### src/rtl/p0011_pkg.sv
// Shared types for the grid run-product solver: direction codes, FSM states and an
// elaboration-time clog2 used to size cell addresses.
package p0011_pkg;

  typedef enum logic [1:0] {
    DIR_RIGHT  = 2'd0,
    DIR_DOWN   = 2'd1,
    DIR_DRIGHT = 2'd2,
    DIR_DLEFT  = 2'd3
  } dir_e;

  typedef enum logic [2:0] {
    StIdle = 3'd0,
    StScan = 3'd1,
    StMul  = 3'd2,
    StCmp  = 3'd3,
    StFin  = 3'd4
  } state_e;

  // Never returns 0 so a 1x1 grid still gets a usable 1-bit address.
  function automatic int unsigned clog2(input int unsigned v);
    int unsigned r;
    r = 0;
    for (int unsigned i = 0; i < 32; i++) begin
      if ((64'd1 << i) < 64'(v)) r = i + 1;
    end
    return (r == 0) ? 1 : r;
  endfunction

endpackage

### src/rtl/grid_mem.sv
// N*N cell store: one synchronous write port, one combinational read port.
// Contents are deliberately not reset.
module grid_mem
  import p0011_pkg::*;
#(
  parameter int unsigned N      = 20,
  parameter int unsigned ELEM_W = 8,
  parameter int unsigned AW     = 9
) (
  input  logic              clk,
  input  logic              wr_en,
  input  logic [AW-1:0]     wr_addr,
  input  logic [ELEM_W-1:0] wr_data,
  input  logic [AW-1:0]     rd_addr,
  output logic [ELEM_W-1:0] rd_data
);

  localparam int unsigned Cells = N * N;

  logic [ELEM_W-1:0] mem [Cells];

  // Addresses past the last cell are dropped rather than aliased.
  always_ff @(posedge clk) begin
    if (wr_en && (32'(wr_addr) < Cells)) mem[wr_addr] <= wr_data;
  end

  assign rd_data = (32'(rd_addr) < Cells) ? mem[rd_addr] : '0;

endmodule

### src/rtl/grid_run_product_max.sv
// Scans every K-long run (right, down, down-right, down-left) of an NxN grid and
// keeps the largest product, its origin and direction; flags products wider than RES_W.
module grid_run_product_max
  import p0011_pkg::*;
#(
  parameter int unsigned  N      = 20,
  parameter int unsigned  K      = 4,
  parameter int unsigned  ELEM_W = 8,
  parameter int unsigned  RES_W  = 32,
  localparam int unsigned AW     = p0011_pkg::clog2(N * N)
) (
  input  logic              clk,
  input  logic              rst_n,
  input  logic              start,
  input  logic              wr_en,
  input  logic [AW-1:0]     wr_addr,
  input  logic [ELEM_W-1:0] wr_data,
  output logic              busy,
  output logic [RES_W-1:0]  result,
  output logic [AW-1:0]     best_row,
  output logic [AW-1:0]     best_col,
  output logic [1:0]        best_dir,
  output logic              done,
  output logic              error
);

  state_e            state_q, state_d;
  logic [AW-1:0]     r_q, r_d, c_q, c_d, step_q, step_d;
  logic [1:0]        dir_q, dir_d;
  logic [RES_W-1:0]  prod_q, prod_d, result_q, result_d;
  logic [AW-1:0]     best_row_q, best_row_d, best_col_q, best_col_d;
  logic [1:0]        best_dir_q, best_dir_d;
  logic              busy_q, busy_d, done_q, done_d, error_q, error_d;

  logic [AW-1:0]           rd_addr, rd_row, rd_col;
  logic [ELEM_W-1:0]       rd_data;
  logic [RES_W+ELEM_W-1:0] full_prod;
  logic [31:0]             rr, cc;
  logic                    win_ok, last_win, adv;

  grid_mem #(
    .N      (N),
    .ELEM_W (ELEM_W),
    .AW     (AW)
  ) u_grid_mem (
    .clk     (clk),
    .wr_en   (wr_en & ~busy_q),
    .wr_addr (wr_addr),
    .wr_data (wr_data),
    .rd_addr (rd_addr),
    .rd_data (rd_data)
  );

  assign rr = 32'(r_q);
  assign cc = 32'(c_q);

  always_comb begin
    case (dir_q)
      DIR_RIGHT:  win_ok = (cc + K <= N);
      DIR_DOWN:   win_ok = (rr + K <= N);
      DIR_DRIGHT: win_ok = (cc + K <= N) && (rr + K <= N);
      default:    win_ok = (rr + K <= N) && (cc + 32'd1 >= K);
    endcase
  end

  assign last_win = (r_q == AW'(N - 1)) && (c_q == AW'(N - 1)) && (dir_q == DIR_DLEFT);

  // Modular AW-bit arithmetic is exact here: every address of a valid window is < N*N.
  always_comb begin
    rd_row = r_q;
    rd_col = c_q;
    case (dir_q)
      DIR_RIGHT:  rd_col = c_q + step_q;
      DIR_DOWN:   rd_row = r_q + step_q;
      DIR_DRIGHT: begin
        rd_row = r_q + step_q;
        rd_col = c_q + step_q;
      end
      default: begin
        rd_row = r_q + step_q;
        rd_col = c_q - step_q;
      end
    endcase
  end

  assign rd_addr   = rd_row * AW'(N) + rd_col;
  assign full_prod = (RES_W + ELEM_W)'(prod_q) * (RES_W + ELEM_W)'(rd_data);

  always_comb begin
    state_d    = state_q;
    r_d        = r_q;
    c_d        = c_q;
    dir_d      = dir_q;
    step_d     = step_q;
    prod_d     = prod_q;
    result_d   = result_q;
    best_row_d = best_row_q;
    best_col_d = best_col_q;
    best_dir_d = best_dir_q;
    busy_d     = busy_q;
    done_d     = done_q;
    error_d    = error_q;
    adv        = 1'b0;

    unique case (state_q)
      StIdle: begin
        if (start) begin
          state_d    = StScan;
          busy_d     = 1'b1;
          done_d     = 1'b0;
          error_d    = 1'b0;
          result_d   = '0;
          best_row_d = '0;
          best_col_d = '0;
          best_dir_d = DIR_RIGHT;
          r_d        = '0;
          c_d        = '0;
          dir_d      = DIR_RIGHT;
        end
      end
      StScan: begin
        if (win_ok) begin
          prod_d  = RES_W'(1);
          step_d  = '0;
          state_d = StMul;
        end else begin
          adv = 1'b1;
        end
      end
      StMul: begin
        if (|full_prod[RES_W +: ELEM_W]) begin
          error_d = 1'b1;
          busy_d  = 1'b0;
          state_d = StIdle;
        end else begin
          prod_d = full_prod[RES_W-1:0];
          step_d = step_q + AW'(1);
          if (step_q == AW'(K - 1)) state_d = StCmp;
        end
      end
      StCmp: begin
        // Strict compare keeps the earliest window on ties.
        if (prod_q > result_q) begin
          result_d   = prod_q;
          best_row_d = r_q;
          best_col_d = c_q;
          best_dir_d = dir_q;
        end
        adv = 1'b1;
      end
      StFin: begin
        done_d  = 1'b1;
        busy_d  = 1'b0;
        state_d = StIdle;
      end
      default: state_d = StIdle;
    endcase

    if (adv) begin
      if (last_win) begin
        state_d = StFin;
      end else begin
        state_d = StScan;
        dir_d   = dir_q + 2'd1;
        if (dir_q == DIR_DLEFT) begin
          if (c_q == AW'(N - 1)) begin
            c_d = '0;
            r_d = r_q + AW'(1);
          end else begin
            c_d = c_q + AW'(1);
          end
        end
      end
    end
  end

  always_ff @(posedge clk) begin
    if (!rst_n) begin
      state_q    <= StIdle;
      r_q        <= '0;
      c_q        <= '0;
      dir_q      <= DIR_RIGHT;
      step_q     <= '0;
      prod_q     <= '0;
      result_q   <= '0;
      best_row_q <= '0;
      best_col_q <= '0;
      best_dir_q <= DIR_RIGHT;
      busy_q     <= 1'b0;
      done_q     <= 1'b0;
      error_q    <= 1'b0;
    end else begin
      state_q    <= state_d;
      r_q        <= r_d;
      c_q        <= c_d;
      dir_q      <= dir_d;
      step_q     <= step_d;
      prod_q     <= prod_d;
      result_q   <= result_d;
      best_row_q <= best_row_d;
      best_col_q <= best_col_d;
      best_dir_q <= best_dir_d;
      busy_q     <= busy_d;
      done_q     <= done_d;
      error_q    <= error_d;
    end
  end

  assign busy     = busy_q;
  assign result   = result_q;
  assign best_row = best_row_q;
  assign best_col = best_col_q;
  assign best_dir = best_dir_q;
  assign done     = done_q;
  assign error    = error_q;

endmodule

### config.mk
export PLATFORM = sky130hd
export DESIGN_NAME = grid_run_product_max
export DESIGN_NICKNAME = d
export VERILOG_FILES = /design/src/rtl/p0011_pkg.sv /design/src/rtl/grid_mem.sv /design/src/rtl/grid_run_product_max.sv
export SDC_FILE = /design/constraint.sdc
export NUM_CORES = 2
export LEC_CHECK = 0
export CELL_PAD_IN_SITES_DETAIL_PLACEMENT = 0
export CELL_PAD_IN_SITES_GLOBAL_PLACEMENT = 1
export CORE_UTILIZATION = 50
export CTS_CLUSTER_SIZE = 30
export DETAILED_ROUTE_END_ITERATION = 10
export GPL_TIMING_DRIVEN = 0
export PLACE_DENSITY_LB_ADDON = 0.1
export RECOVER_POWER = 100
export SLEW_MARGIN = 10
export SYNTH_ARGS = -nofsm -noshare
export SYNTH_HDL_FRONTEND = slang
export SYNTH_SLANG_ARGS = --single-unit
### constraint.sdc
create_clock -name clk -period 13.85 [get_ports clk]
set_input_delay 4.155 -clock clk [delete_from_list [all_inputs] [get_ports clk]]
set_output_delay 4.155 -clock clk [all_outputs]
set_load 0.01 [all_outputs]
* After elaboration in Yosys (flattened, before gate mapping)
Memories as Yosys holds them, arrays and structs flattened.
Index checks and enable logic that the tools add are counted.
** Storage, ports and cells
- Register bits :: 119
- RAM bits :: 3200
- Bits of input ports :: 21
- Output and inout port bits :: 55
- Word-level logic and storage cells :: 129
- Memories kept :: 1
** Operators by class
- Add/sub/neg operators :: 11
- Multipliers :: 2
- $lt $le $gt $ge :: 6
- Equality and inequality tests :: 19
- Muxes and demuxes :: 55
- Bitwise gates (word level) :: 2
- Reduce and logical (&&, ||, !) cells :: 20
** Memories
- u_grid_mem.mem :: words 400, bits a word 8, read ports 1, clocked after memory_dff 0, wr ports 1, RTL line grid_mem.sv:20 : logic [ELEM_W-1:0] mem [Cells];
** Operator list (number)
- 2-to-1 mux 9 bit :: 18
- 2-to-1 mux 32 bit :: 4
- one-hot mux 32 bit (2 select lines) :: 2
- one-hot mux 9 bit (2 select lines) :: 4
- multiplier 32 x 8 -> 40 bit :: 1
- greater-than comparator 32 bit :: 1
- adder 9 x 1 -> 9 bit, second input constant :: 3
- adder 9 bit :: 3
- adder 9 x 3 -> 10 bit, second input constant :: 2
- less-or-equal comparator 10 x 5 -> 1 bit, second input constant :: 2
- == test 9 x 5 -> 1 bit, second input constant :: 2
- less-than comparator 9 bit, second input constant :: 2
- 2-to-1 mux 3 bit :: 6
- 2-to-1 mux 2 bit :: 6
- != test 2 bit, second input constant :: 6
- one-hot mux 3 bit (4 select lines) :: 1
- AND reduction 3 bit :: 4
- adder 9 x 1 -> 10 bit, second input constant :: 1
- >= comparator 10 x 3 -> 1 bit, second input constant :: 1
- == test 9 x 2 -> 1 bit, second input constant :: 1
- multiplier 9 x 3 -> 7 bit, second input constant :: 1
- subtractor 9 bit :: 1
- 2-to-1 mux 8 bit :: 1
- nonzero test 2 bit :: 4
- 22 further kinds :: 38

* Logic depth before layout (Yosys ltp)
- Depth after elaboration :: 11
- Mapped depth :: 50
- Depth with buffers taken out :: 44

* By module
Synthesis repeated with hierarchy kept, for this count alone.
** Second synthesis, totals
- Cells, all modules :: 7781
- Area total of the unflattened synthesis :: 140608.6 µm²
** By module, submodules not included
- grid_mem :: instances 1, cells each 6007, area an instance 125551.7 µm², seq. area each 96092.2 µm²
- grid_run_product_max :: instances 1, cells each 1774, area an instance 15056.9 µm², seq. area each 2382.3 µm²

* Worst setup path after synthesis
OpenSTA, ideal clock, no wires.
- Path type :: register -> register
- From :: register dir_q[0]
- To :: register prod_q[10]
- Arrival :: 10.612 ns
- Required time :: 13.733 ns
- Slack :: 3.121 ns
- Stages on the path, launching flop included :: 44
- Buffers on the path :: 9
- Period minus slack after synthesis :: 10.729 ns
- Path through :: dfxtp_1 > inv_1 > ha_1 > clkbuf_1 > nor2_1 > o21ai_0 > fa_1 > xnor2_1 > o21ai_0 > ha_1 > inv_1 > fa_1 > clkbuf_1 > clkbuf_1 > clkbuf_1 > clkbuf_1 > clkbuf_1 > mux2i_1 > (+8 left out) > fa_1 > fa_1 > inv_1 > fa_1 > inv_1 > ha_1 > clkbuf_1 > a21oi_1 > o21ai_0 > a221oi_1 > a21oi_1 > or4_1 > a311oi_1 > nand4b_1 > nor4_2 > nor2_2 > buf_2 > a22o_1
** Between the ends
- Word-level cells in the longest chain between the ends :: 10
- Elaborated cells on any way between the ends :: 19
** Ends and longest elaborated chain
- start, declared :: RTL line grid_run_product_max.sv:29 : logic [1:0] dir_q, dir_d;
- start signal, assigned :: RTL line grid_run_product_max.sv:196 : dir_q <= dir_d;
- logical NOT 2 bit / == test 2 bit (equally long branches) :: RTL line grid_run_product_max.sv:58, grid_run_product_max.sv:72
- 2-to-1 mux 9 bit / OR reduction 2 bit (equally long branches)
- multiplier 9 x 3 -> 7 bit / one-hot mux 9 bit (2 select lines) (equally long branches) :: RTL line grid_run_product_max.sv:86, grid_run_product_max.sv:72
- adder 9 bit :: RTL line grid_run_product_max.sv:86 : assign rd_addr = rd_row * AW'(N) + rd_col;
- memory (400 x 8 bit) / less-than comparator 9 bit (equally long branches)
- 2-to-1 mux 8 bit :: RTL line grid_mem.sv:27 : assign rd_data = (32'(rd_addr) < Cells) ? mem[rd_addr] : '0;
- multiplier 32 x 8 -> 40 bit :: RTL line grid_run_product_max.sv:87 : assign full_prod = (RES_W + ELEM_W)'(prod_q) * (RES_W + ELEM_W)'(rd_data);
- OR reduction 8 bit :: RTL line grid_run_product_max.sv:131 : if (|full_prod[RES_W +: ELEM_W]) begin
- != test 2 bit (no source line)
- AND reduction 3 bit (no source line)
- end signal, assigned :: RTL line grid_run_product_max.sv:198 : prod_q <= prod_d;
- end, declared :: RTL line grid_run_product_max.sv:30 : logic [RES_W-1:0] prod_q, prod_d, result_q, result_d;
Parallel ways exist; a longest one is shown, timed or not. The select of a mux whose other input is x is not followed.
A chain may end at the register's enable or synchronous reset.

* Worst setup path in the final report
- From :: register dir_q[0]
- To :: register prod_q[31]
Same word-level chain as after synthesis.

==> flow_summary.ini <==
[status]
run_status = complete, but fails checks
violations = capacitance limit, slew limit

[timing]
final-hold-violation-count = 0
drv_slew = 3589
fin_crit_ps = 13780
rsz0062_at_grt = false
relSlewSlack = -3.841
fin_crit_sh = 0.9948
max_freq_mhz = 72.58
setup_viol = 0
tightest_slew_ps = 7262
clock-skew-final_ps = 104.8

[floorplan]
die_w_um = 530.0
coreArea_um2 = 277000
die_y_um = 530.0
start_util = 0.5033
die_area_um2 = 280900
ios = 76
row_count = 193

[worst_setup_path]
crit_path_max_incr_delay_ps = 710
critPathLaunchType = register
required_ps = 14630
worst_ep_arrival_time_ps = 14560
critPathKind = reg -> reg
crit_slowest_cell = fa_2
cp_max_fo = 10
cp-end-kind = register

[global_route]
grt_util_met2 = 0.5626
antenna_found_initial = 44
globalRouteOverflowTotal = 0
grt_max_degree = 145
grt_use_met3 = 0.1574
grt_pass1_wl_um = 723300
grt-busiest-layer = met2
grt_pass1_vias = 77160
use_met1 = 0.5133
gr-usage-all-layers = 0.3988

[drt]
vias = 82520
ant_nets = 0
first_pass_iters = 6
drcViolationCount = 0
drt_iter0_markers = 15210
vias_per_cell = 6.975
wl_per_cell_um = 47.02
drt_wl_total_um = 556200

[logic_synthesis]
ys_async_sr_fraction = 0
post-synth-top-count-cell = edfxtp_1
synth_area_leader_cell = edfxtp_1
yosysWarnings = 0
synth.yosys.seq_area_share = 0.7064
netlist_area_um2 = 139400
synth_edf_count = 3200
synth.top_cell.area_share = 0.6893
ys_types = 80
synth_common_cells = 3200 x edfxtp_1, 962 x mux4_2, 517 x nor2_1
synth_ff_type = edfxtp_1
synth_seq_cells = 3319
syn_nets = 7607
netlist_instances = 7272
avgSynthCellArea_um2 = 19.17
ys_top_cells_by_area = edfxtp_1 69%, mux4_2 16%, fa_1 2.6%, dfxtp_1 1.7%, nor2_1 1.4%

[clock_tree]
cts_buffers = 344
clock_path_buffers = 4
clock_latency_ps = 1000
clkSinkCount = 3319
htreeDepth = 5
ctsRootBufferMaster = clkbuf_16
cts_tree = built
clk_pin_slew_ps = 60

[hold_path]
holdCritPathClass = reg -> reg

[placed_design]
hpwl_um = 385700
gp_congestion = 0.9968
placement.io_buffers = 75
dp.cells = 11180

[finish]
layout-drive-gt1-share = 0.2340
final_cell_count_no_fill = 11830
area_growth_pct = 13.79
fin_nets = 8154

[run]
maxCapViolations = 62

[power]
power_uw = 21360
pwr_density_cell_nw_per_um2 = 134.6
peakVddDrop_uv = 113.7
p_leak_uw = 0.05116
[metal layers]
layer	part of all wire	wire, um
met4	0.080	44600
met1	0.34	189000
met2	0.42	236200
met5	0.00066	367
met3	0.15	86120
[placed cells by master (no fill, tap or decap), drive strengths merged, types with 21 or more instances in the layout]
cell            n
clkinv        148
xnor2          39
and2           75
xor2           21
mux2i         112
edfxtp       3200
nor2b          27
dfxtp         119
o22ai          21
a22oi          38
nor2          518
diode          30
clkbuf        699
fa            184
dlygate4sd3    63
nand3         126
mux4          962
inv           334
o21ai          83
ha            130
buf           306
and3           66
nand4          31
nor3           45
a22o           35
a21o           24
a21oi         113
bufinv         21
nand2         299
o211ai         22
[final timing paths]
check	depth (start not counted)	slack, ps	endpoint	from
max	44	70	prod_q[31]	dir_q[0]
min	2	450	best_col[1]	best_col[1]
max reg2reg	44	70	prod_q[31]	dir_q[0]
min reg2reg	2	450	best_col[1]	best_col[1]
[sequential cells by signal (all words and copies together), names as in the netlist, 2 cells and up]
name / count
c_q: 9
r_q: 9
step_q: 9
best_col: 9
result: 32
best_dir: 2
prod_q: 32
best_row: 9
u_grid_mem.mem: 3200
dir_q: 2
state_q: 3
[logic make-up (layout without fill, tap and decap cells)]
| logic type | after synthesis | in the layout | share of synthesized area |
|---|---|---|---|
| other | 0 | 30 | 0 |
| xor gates and xnor gates | 61 | 61 | 0.003931 |
| and+or+nand+nor | 1265 | 1265 | 0.04104 |
| buffers and inverters | 764 | 1587 | 0.02394 |
| AOI/OAI and AO/OA | 463 | 463 | 0.02214 |
| muxes | 1086 | 1086 | 0.1645 |
| adders and majority gates | 314 | 314 | 0.03809 |
| DFF | 3319 | 3319 | 0.7064 |
[timing repair]
action	in CTS	in global routing
pin swaps	3	5
hold buffers	0	0
setup buffers	0	4
resized for setup	82	59
endpoints found under the setup margin	45	45
[critical path: cells and delay by family, from the launching register on]
kind / cells / cell delay [ps]
simple gates: 8 / 2820
fa+ha+maj: 9 / 3770
flops: 1 / 410
xor+xnor: 2 / 460
mux: 2 / 830
buf+inv: 14 / 3280
compound gates: 9 / 1950
[cell type report]
type                            instances  area [um2]
Antenna cell                           30       75.07
Buffer                                429        2346
Clock buffer                          437        9134
Clock inverter                        185        1784
Fill cell                           20860      118300
Inverter                              326        1229
Multi-Input combinational cell       3189       37940
Sequential cell                      3319       98470
Tap cell                             3705        4636
Timing Repair Buffer                  210        3017
[where the power goes]
part           internal [uW]  switching, uW  leakage, uW
sequential             11000           5.72       0.0297
clock                   5090           4100      0.00530
combinational            302            811       0.0161
total                  16400           4920       0.0512
[stage by stage]
step	TNS (ps)	utilization	cell area (um2)	hold WS [ps]	setup WS, ps
6_report	0	0.5727	158600	451.7	71.54
5_1_grt	0	0.5725	158600	470.8	1.948
4_1_cts	0	0.5749	159200	456.6	1.601
3_5_place_dp	-104860	0.5345	148100	448.1	-2529
3_3_place_gp	-9818520	0.5227	144800	444.4	-6023
2_1_floorplan	0	-	139400	466.1	3121
Note: power is estimated with default switching activity, not from simulation.
